--- src/rtl/dma_reg_master.sv ---
// -----------------------------------------------------------------------------
// dma_reg_master
//
// Bus initiator for the DMA register interface. Takes one register command at
// a time from the host/config sequencer, checks it against the DMA register
// window, performs exactly one single-cycle access on the register bus and
// hands back a response (write echo, error flag, read data).
//
// Handshakes (command and response ports): a transfer happens on a rising clk
// edge where both valid and ready are high. A producer holds its valid and
// payload stable until that edge. cmd_ready depends only on FSM state, and
// rsp_valid is never withdrawn before rsp_ready is seen.
//
// Ports
//   clk        in   1           clock, all logic on posedge
//   reset      in   1           asynchronous active-low reset
//   cmd_valid  in   1           command request
//   cmd_ready  out  1           master can accept a command (IDLE only)
//   cmd_wr     in   1           1 = write, 0 = read
//   cmd_addr   in   ADDR_WIDTH  target register address
//   cmd_wdata  in   DATA_WIDTH  write data
//   rsp_valid  out  1           response available
//   rsp_ready  in   1           response consumed
//   rsp_wr     out  1           echo of cmd_wr
//   rsp_err    out  1           address outside window or misaligned
//   rsp_rdata  out  DATA_WIDTH  read data (0 for writes and errors)
//   addr       out  ADDR_WIDTH  bus address to slave
//   wr_en      out  1           bus write enable
//   valid      out  1           bus strobe, one cycle per access
//   wdata      out  DATA_WIDTH  bus write data
//   rdata      in   DATA_WIDTH  bus read data from slave
//   busy       out  1           FSM not in IDLE
//   txn_count  out  CNT_WIDTH   completed responses, wraps
//   dbg_state  out  2           current FSM state (IDLE=0 ISSUE=1 CAPT=2 RESP=3)
// -----------------------------------------------------------------------------
module dma_reg_master #(
    parameter int unsigned             ADDR_WIDTH = 32,
    parameter int unsigned             DATA_WIDTH = 32,
    parameter logic [ADDR_WIDTH-1:0]   BASE_ADDR  = ADDR_WIDTH'('h400),
    parameter int unsigned             NUM_REGS   = 4,
    parameter int unsigned             CNT_WIDTH  = 16
) (
    input  logic                  clk,
    input  logic                  reset,
    input  logic                  cmd_valid,
    output logic                  cmd_ready,
    input  logic                  cmd_wr,
    input  logic [ADDR_WIDTH-1:0] cmd_addr,
    input  logic [DATA_WIDTH-1:0] cmd_wdata,
    output logic                  rsp_valid,
    input  logic                  rsp_ready,
    output logic                  rsp_wr,
    output logic                  rsp_err,
    output logic [DATA_WIDTH-1:0] rsp_rdata,
    output logic [ADDR_WIDTH-1:0] addr,
    output logic                  wr_en,
    output logic                  valid,
    output logic [DATA_WIDTH-1:0] wdata,
    input  logic [DATA_WIDTH-1:0] rdata,
    output logic                  busy,
    output logic [CNT_WIDTH-1:0]  txn_count,
    output logic [1:0]            dbg_state
);

    typedef enum logic [1:0] {
        IDLE  = 2'd0,
        ISSUE = 2'd1,
        CAPT  = 2'd2,
        RESP  = 2'd3
    } state_t;

    // Exclusive upper bound of the register window.
    localparam logic [ADDR_WIDTH-1:0] WIN_HI = BASE_ADDR + ADDR_WIDTH'(4 * NUM_REGS);

    state_t                  state_q;
    logic                    cmd_ready_q;
    logic                    rsp_valid_q;
    logic                    rsp_wr_q;
    logic                    rsp_err_q;
    logic [DATA_WIDTH-1:0]   rsp_rdata_q;
    logic [ADDR_WIDTH-1:0]   addr_q;
    logic                    wr_en_q;
    logic                    valid_q;
    logic [DATA_WIDTH-1:0]   wdata_q;
    logic                    busy_q;
    logic [CNT_WIDTH-1:0]    txn_count_q;

    logic                    addr_ok;
    logic                    cmd_fire;

    assign addr_ok  = (cmd_addr[1:0] == 2'b00) &&
                      (cmd_addr >= BASE_ADDR) &&
                      (cmd_addr < WIN_HI);
    assign cmd_fire = cmd_valid && cmd_ready_q;

    // Single FSM block; every output is a register so nothing combinational
    // leaks from the command port straight onto the bus or response port.
    always_ff @(posedge clk or negedge reset) begin
        if (!reset) begin
            state_q     <= IDLE;
            cmd_ready_q <= 1'b1;
            rsp_valid_q <= 1'b0;
            rsp_wr_q    <= 1'b0;
            rsp_err_q   <= 1'b0;
            rsp_rdata_q <= '0;
            addr_q      <= '0;
            wr_en_q     <= 1'b0;
            valid_q     <= 1'b0;
            wdata_q     <= '0;
            busy_q      <= 1'b0;
            txn_count_q <= '0;
        end else begin
            case (state_q)
                IDLE: begin
                    if (cmd_fire) begin
                        cmd_ready_q <= 1'b0;
                        busy_q      <= 1'b1;
                        rsp_wr_q    <= cmd_wr;
                        // Response data starts at zero; only a read's CAPT
                        // cycle ever overwrites it.
                        rsp_rdata_q <= '0;
                        if (addr_ok) begin
                            rsp_err_q <= 1'b0;
                            addr_q    <= cmd_addr;
                            wdata_q   <= cmd_wdata;
                            wr_en_q   <= cmd_wr;
                            valid_q   <= 1'b1;
                            state_q   <= ISSUE;
                        end else begin
                            // Rejected command: skip the bus entirely and
                            // leave addr/wdata at their last driven values.
                            rsp_err_q   <= 1'b1;
                            rsp_valid_q <= 1'b1;
                            state_q     <= RESP;
                        end
                    end
                end

                ISSUE: begin
                    valid_q <= 1'b0;
                    wr_en_q <= 1'b0;
                    if (rsp_wr_q) begin
                        rsp_valid_q <= 1'b1;
                        state_q     <= RESP;
                    end else begin
                        state_q <= CAPT;
                    end
                end

                CAPT: begin
                    // The slave registered rdata at the edge that ended ISSUE,
                    // so it is stable for the whole of this cycle.
                    rsp_rdata_q <= rdata;
                    rsp_valid_q <= 1'b1;
                    state_q     <= RESP;
                end

                RESP: begin
                    if (rsp_ready) begin
                        rsp_valid_q <= 1'b0;
                        txn_count_q <= txn_count_q + CNT_WIDTH'(1);
                        cmd_ready_q <= 1'b1;
                        busy_q      <= 1'b0;
                        state_q     <= IDLE;
                    end
                end

                default: begin
                    state_q     <= IDLE;
                    cmd_ready_q <= 1'b1;
                    rsp_valid_q <= 1'b0;
                    valid_q     <= 1'b0;
                    wr_en_q     <= 1'b0;
                    busy_q      <= 1'b0;
                end
            endcase
        end
    end

    assign cmd_ready = cmd_ready_q;
    assign rsp_valid = rsp_valid_q;
    assign rsp_wr    = rsp_wr_q;
    assign rsp_err   = rsp_err_q;
    assign rsp_rdata = rsp_rdata_q;
    assign addr      = addr_q;
    assign wr_en     = wr_en_q;
    assign valid     = valid_q;
    assign wdata     = wdata_q;
    assign busy      = busy_q;
    assign txn_count = txn_count_q;
    assign dbg_state = state_q;

endmodule

--- config.mk ---
export PLATFORM = sky130hd
export DESIGN_NAME = dma_reg_master
export DESIGN_NICKNAME = d
export VERILOG_FILES = /design/src/rtl/dma_reg_master.sv
export SDC_FILE = /design/constraint.sdc
export NUM_CORES = 1
export LEC_CHECK = 0
export BUFFER_PORTS_ARGS = -buffer_cell sky130_fd_sc_hd__buf_2
export CORE_MARGIN = 1.5
export CORE_UTILIZATION = 40
export CTS_CLUSTER_SIZE = 16
export DETAILED_ROUTE_END_ITERATION = 16
export GPL_ROUTABILITY_DRIVEN = 0
export GPL_TIMING_DRIVEN = 0
export PLACE_DENSITY = 0.71
export SLEW_MARGIN = 0
export SYNTH_ARGS = -nofsm -noshare
export SYNTH_HDL_FRONTEND = slang
export SYNTH_SLANG_ARGS = --single-unit
--- constraint.sdc ---
create_clock -name clk -period 5.45 [get_ports clk]
set_input_delay 0.545 -clock clk [delete_from_list [all_inputs] [get_ports clk]]
set_output_delay 0.545 -clock clk [all_outputs]
set_load 0.01 [all_outputs]
## Word level (Yosys, flattened, before mapping)

Cells that the tools add are included.

| word-level totals | value |
|---|---|
| word-level logic and storage cells | 63 |
| bits in registers | 121 |
| bits of input ports | 101 |
| output and inout bits | 121 |

| cells by class | value |
|---|---|
| $add $sub $neg | 1 |
| equality and inequality tests | 8 |
| order comparisons | 2 |
| muxes and demuxes | 24 |
| reductions and logical operators | 16 |

Operator list:

| operator | count |
|---|---|
| $pmux W32 S2 | 1 |
| $ge A32 B11 Y1 const B | 1 |
| $lt A32 B11 Y1 const B | 1 |
| $mux W32 | 1 |
| $add A16 B1 Y16 const B | 1 |
| $mux W1 | 13 |
| $ne A2 B2 Y1 const B | 5 |
| $reduce_and A3 Y1 | 3 |
| $pmux W1 S2 | 4 |
| $pmux W2 S4 | 1 |
| $reduce_and A2 Y1 | 4 |
| $mux W2 | 3 |
| $reduce_bool A2 Y1 | 3 |
| $eq A2 B2 Y1 const B | 2 |
| $logic_not A2 Y1 | 2 |
| $pmux W1 S4 | 1 |
| $reduce_and A4 Y1 | 1 |
| $logic_and A1 B1 Y1 | 3 |
| $eq A2 B1 Y1 const B | 1 |

## Depth between registers and ports, before layout

| depth | value |
|---|---|
| depth in word-level cells | 6 |
| gate-level depth with buffers | 7 |
| depth with buffers taken out | 6 |

## Worst setup path after synthesis

No wires, ideal clock.

| timing path | value |
|---|---|
| path kind | input-to-reg |
| from | input cmd_addr[1] |
| to | register addr_q[2], in the netlist addr[2] |
| data required time | 5.323 ns |
| library setup time | 0.127 ns |
| cell stages on the path | 6 |
| path buffers | 2 |
| arrival | 1.898 ns |
| path slack | 3.424 ns |
| cells stage by stage | nor4_1 > nand4_1 > nor3_2 > buf_6 > buf_6 > mux2_1 |

| between the ends | value |
|---|---|
| cells in the longest elaborated chain, start to end | 4 |
| elaborated cells on any way between the ends | 6 |
| classes of those cells | order compare (2); reduce/logical (4) |

Ends and longest elaborated chain:

| what | RTL line | RTL |
|---|---|---|
| start: declaration | 48 | `input logic [ADDR_WIDTH-1:0] cmd_addr,` |
| $ge A32 B11 Y1 or $logic_not A2 Y1 (tied branches) | 92, 91 |  |
| $logic_and A1 B1 Y1 | 91 | `assign addr_ok = (cmd_addr[1:0] == 2'b00) &&` |
| $logic_and A1 B1 Y1 * | 92 | `(cmd_addr >= BASE_ADDR) &&` |
| $reduce_and A3 Y1 (no line) * | n/a |  |
| end signal: assignment | 124 | `addr_q <= cmd_addr;` |
| end: declaration | 81 | `logic [ADDR_WIDTH-1:0] addr_q;` |

Mark *: on every way between the ends. The rest lies on a longest branch, timed or not.
A chain may end at the register's enable or synchronous reset.

## Worst setup path after layout

| timing path | value |
|---|---|
| from | register state_q[0], in the netlist dbg_state[0] |
| to | register wdata_q[27], in the netlist wdata[27] |

| between the ends | value |
|---|---|
| cells in the longest elaborated chain, start to end | 2 |

Ends and longest elaborated chain:

| what | RTL line | RTL |
|---|---|---|
| start: declaration | 75 | `state_t state_q;` |
| start signal: assignment | 100 | `state_q <= IDLE;` |
| start signal: assignment | 128 | `state_q <= ISSUE;` |
| start signal: assignment | 134 | `state_q <= RESP;` |
| $logic_not A2 Y1 | 113 | `case (state_q)` |
| $reduce_and A3 Y1 (no line) | n/a |  |
| end signal: assignment | 125 | `wdata_q <= cmd_wdata;` |
| end: declaration | 84 | `logic [DATA_WIDTH-1:0] wdata_q;` |

Every way passes these cells.

==> results.sh <==
export IMPL_synth_edf_count=0
export IMPL_synthFlopType="dfrtp_1"
export IMPL_die_w_um=110
export IMPL_rsz0062_at_grt="no"
export IMPL_cp_end_kind="flop"
export IMPL_p_clk_share_pct=38.0
export IMPL_routed_wl_mm=10.6
export IMPL_max_cap_viol_count=0
export IMPL_max_freq_ghz=0.431
export IMPL_hpwl_mm=7.71
export IMPL_design_core_area_um2=11300
export IMPL_htreeDepth=4
export IMPL_synth_area_top_cells="dfrtp_1 65%, mux2_2 6.8%, a22o_1 6.1%, nor2b_1 4.3%, xnor2_1 1.9%"
export IMPL_sequentialPowerShare_pct=38.6
export IMPL_syn_inst=330
export IMPL_p_sw_uw=908
export IMPL_detail_route_wl_per_cell_um=14.6
export IMPL_via_count=3469
export IMPL_setup_tns_ns=0
export IMPL_ys_seq_area_share_pct=65.7
export IMPL_hold_ws_ns=0.0526
export IMPL_detail_route_antenna_nets=0
export IMPL_path_class="reg2reg"
export IMPL_syn_nets=437
export IMPL_status="finished, final reports clean"
export IMPL_drive_gt1_share_pct=50.9
export IMPL_grt_max_degree=78
export IMPL_portBuffers=221
export IMPL_grt_pass1_wl_mm=16.3
export IMPL_p_int_uw=2120
export IMPL_drt_iter0_markers=115
export IMPL_overflow=0
export IMPL_worst_pin_slew_ns=0.530
export IMPL_hold_viol_final=0
export IMPL_drt_pass1_iter_count=4
export IMPL_cts_tree="done"
export IMPL_power_uw=3030
export IMPL_synth_avg_cell_area_um2=14.0
export IMPL_ys_ff_latch=121
export IMPL_cp_max_fo=10
export IMPL_grt_pass1_vias=3369
export IMPL_ios=222
export IMPL_yosysWarnings=0
export IMPL_syn_to_final_growth_pct=41.9
export IMPL_powerDensity_nw_per_um2=463
export IMPL_async_reset_ff_share_pct=100
export IMPL_via_per_inst=4.77
export IMPL_skew_ns=0.00613
export IMPL_clkTransAtPathRegs_ns=0.06
export IMPL_synth_top_area_share_pct=65.1
export IMPL_cts_setup_buffers=0
export IMPL_drv_slew=0
export IMPL_power_leakage_uw=0.00367
export IMPL_maxSlewHeadroom_pct=64.2
export IMPL_cts_sinks=121
export IMPL_hold_buffers=0
export IMPL_antenna_found_initial=0
export IMPL_nets=678
export IMPL_ir_worst_vdd_uv=320
export IMPL_finalSetupViolCount=0
export IMPL_p_comb_share_pct=23.4
export IMPL_netlist_area_um2=4610
export IMPL_period_share_pct=42.6
export IMPL_crit_required_ns=5.73
export IMPL_clk_insertion_delay_late_ns=0.41
export IMPL_critPathLaunchType="flop"
export IMPL_drc=0
export IMPL_cts_buffers_inserted=17
export IMPL_rows=39
export IMPL_cts_buffer_depth=2
export IMPL_dieArea_um2=12200
export IMPL_synth_distinct_cells=41
export IMPL_fill_cells=928
export IMPL_post_cts_resized=0
export IMPL_root_buffer="clkbuf_16"
export IMPL_synth_top_cell_by_area="dfrtp_1"
export IMPL_sw_frac_of_total_pct=30.0
export IMPL_grtUsageTotal_pct=17.8
export IMPL_min_period_ns=2.32
export IMPL_hold_class="in2async"
export IMPL_cp_arrival_ns=2.60
export IMPL_diodes=0
export IMPL_initial_core_util_pct=40.7
export IMPL_die_h_um=110
==> critical path, stage by stage (launching register included) <==
cell and delay (ns):
dfrtp_1 0.44, inv_1 0.13, ha_1 0.29, nand3_1 0.20, nor3_2 0.40, buf_6 0.22
buf_6 0.16, mux2_1 0.34
==> cells in the mapped netlist (5+ instances only) <==
cell type,n
dfrtp_1,120
a22o_1,32
nor2b_1,32
mux2_2,28
nand2_1,13
nor2_1,11
xnor2_1,10
inv_1,8
nand4_1,8
mux2_1,7
clkbuf_1,6
ha_1,6
nor4_1,6
xor2_1,5
==> power by group through the flow <==
stage	clock (uW)	sequential (uW)	combinational (uW)
floorplan	0	1240	354
global placement	0	1180	693
detailed placement	0	1170	727
CTS	1180	1170	719
global route	1220	1190	785
finish	1150	1170	709
==> final cells by class <==
class / instances / area [um^2] / share of cell area [%]
Sequential cell: 121 / 3030 / 46.3
Clock buffer: 18 / 439 / 6.71
Timing Repair Buffer: 222 / 1140 / 17.4
Multi-Input combinational cell: 188 / 1480 / 22.6
Buffer: 13 / 75.1 / 1.15
Inverter: 8 / 30.0 / 0.459
Tap cell: 143 / 179 / 2.74
Clock inverter: 14 / 174 / 2.66
==> cell usage in the layout (no fill, tap or decap), types with 2 or more instances in the layout <==
cell and instances:
nand2_1 13, clkinv_2 2, xor2_1 5, mux2_1 7, a21oi_1 4, o22ai_1 2
clkinvlp_4 4, a22o_1 32, nor2_1 11, inv_1 8, nand3_1 2, xnor2_1 10
clkbuf_1 6, nor4_1 6, buf_4 2, bufinv_16 3, nor2b_1 32, nand4_1 8
ha_1 6, buf_6 3, clkbuf_16 17, dfrtp_1 120, buf_2 223, clkinv_4 4
o21ai_0 3, mux2_2 28
==> worst paths after layout <==
kind / to / depth (start not counted) / slack, ns / startpoint
max: wdata[27] / 7 / 3.13 / dbg_state[0]
min: wdata[8] / 1 / 0.05 / reset
max reg2reg: wdata[27] / 7 / 3.13 / dbg_state[0]
min reg2reg: addr[10] / 1 / 0.47 / addr[10]
max in group asynchronous: txn_count[13] / 2 / 4.70 / reset
min in group clk: rsp_rdata[30] / 2 / 0.35 / rdata[30]
==> stage by stage <==
stage                     instance area [um^2]  instances  util (%)  setup WS [ns]
after detailed placement                  5930        695      52.4           2.94
after global routing                      6540        727      57.8           2.95
final                                     6540        727      57.8           3.13
after floorplan                           4610        330         -           3.42
after global placement                    5890        694      52.1           2.41
after CTS                                 6540        727      57.8           3.07
==> per-layer routing <==
metal  track usage [%]  share of wire, %  vias to the layer above
li1                  -                 -                     1658
met1              22.4                44                     1659
met2              27.6                47                      137
met3              6.35               7.9                       15
met4              8.06               1.5                        0
met5                 0                 0                        -
==> registers in the layout, summed over array words and instances (netlist names) <==
name and cells:
rsp_err 1, wdata 32, busy 1, dbg_state 2, rsp_valid 1, rsp_rdata 32, valid 1, rsp_wr 1
txn_count 16, addr 32, wr_en 1, cmd_ready 1
==> cell families after synthesis <==
logic type,Yosys count,synth area share [%]
buf+inv,21,2.28
xor+xnor,15,2.85
simple gates,82,10.2
compound gates,49,8.55
flops,121,65.7
mux,36,8.77
fa+ha+maj,6,1.63
(Power assumes the default switching activity.)
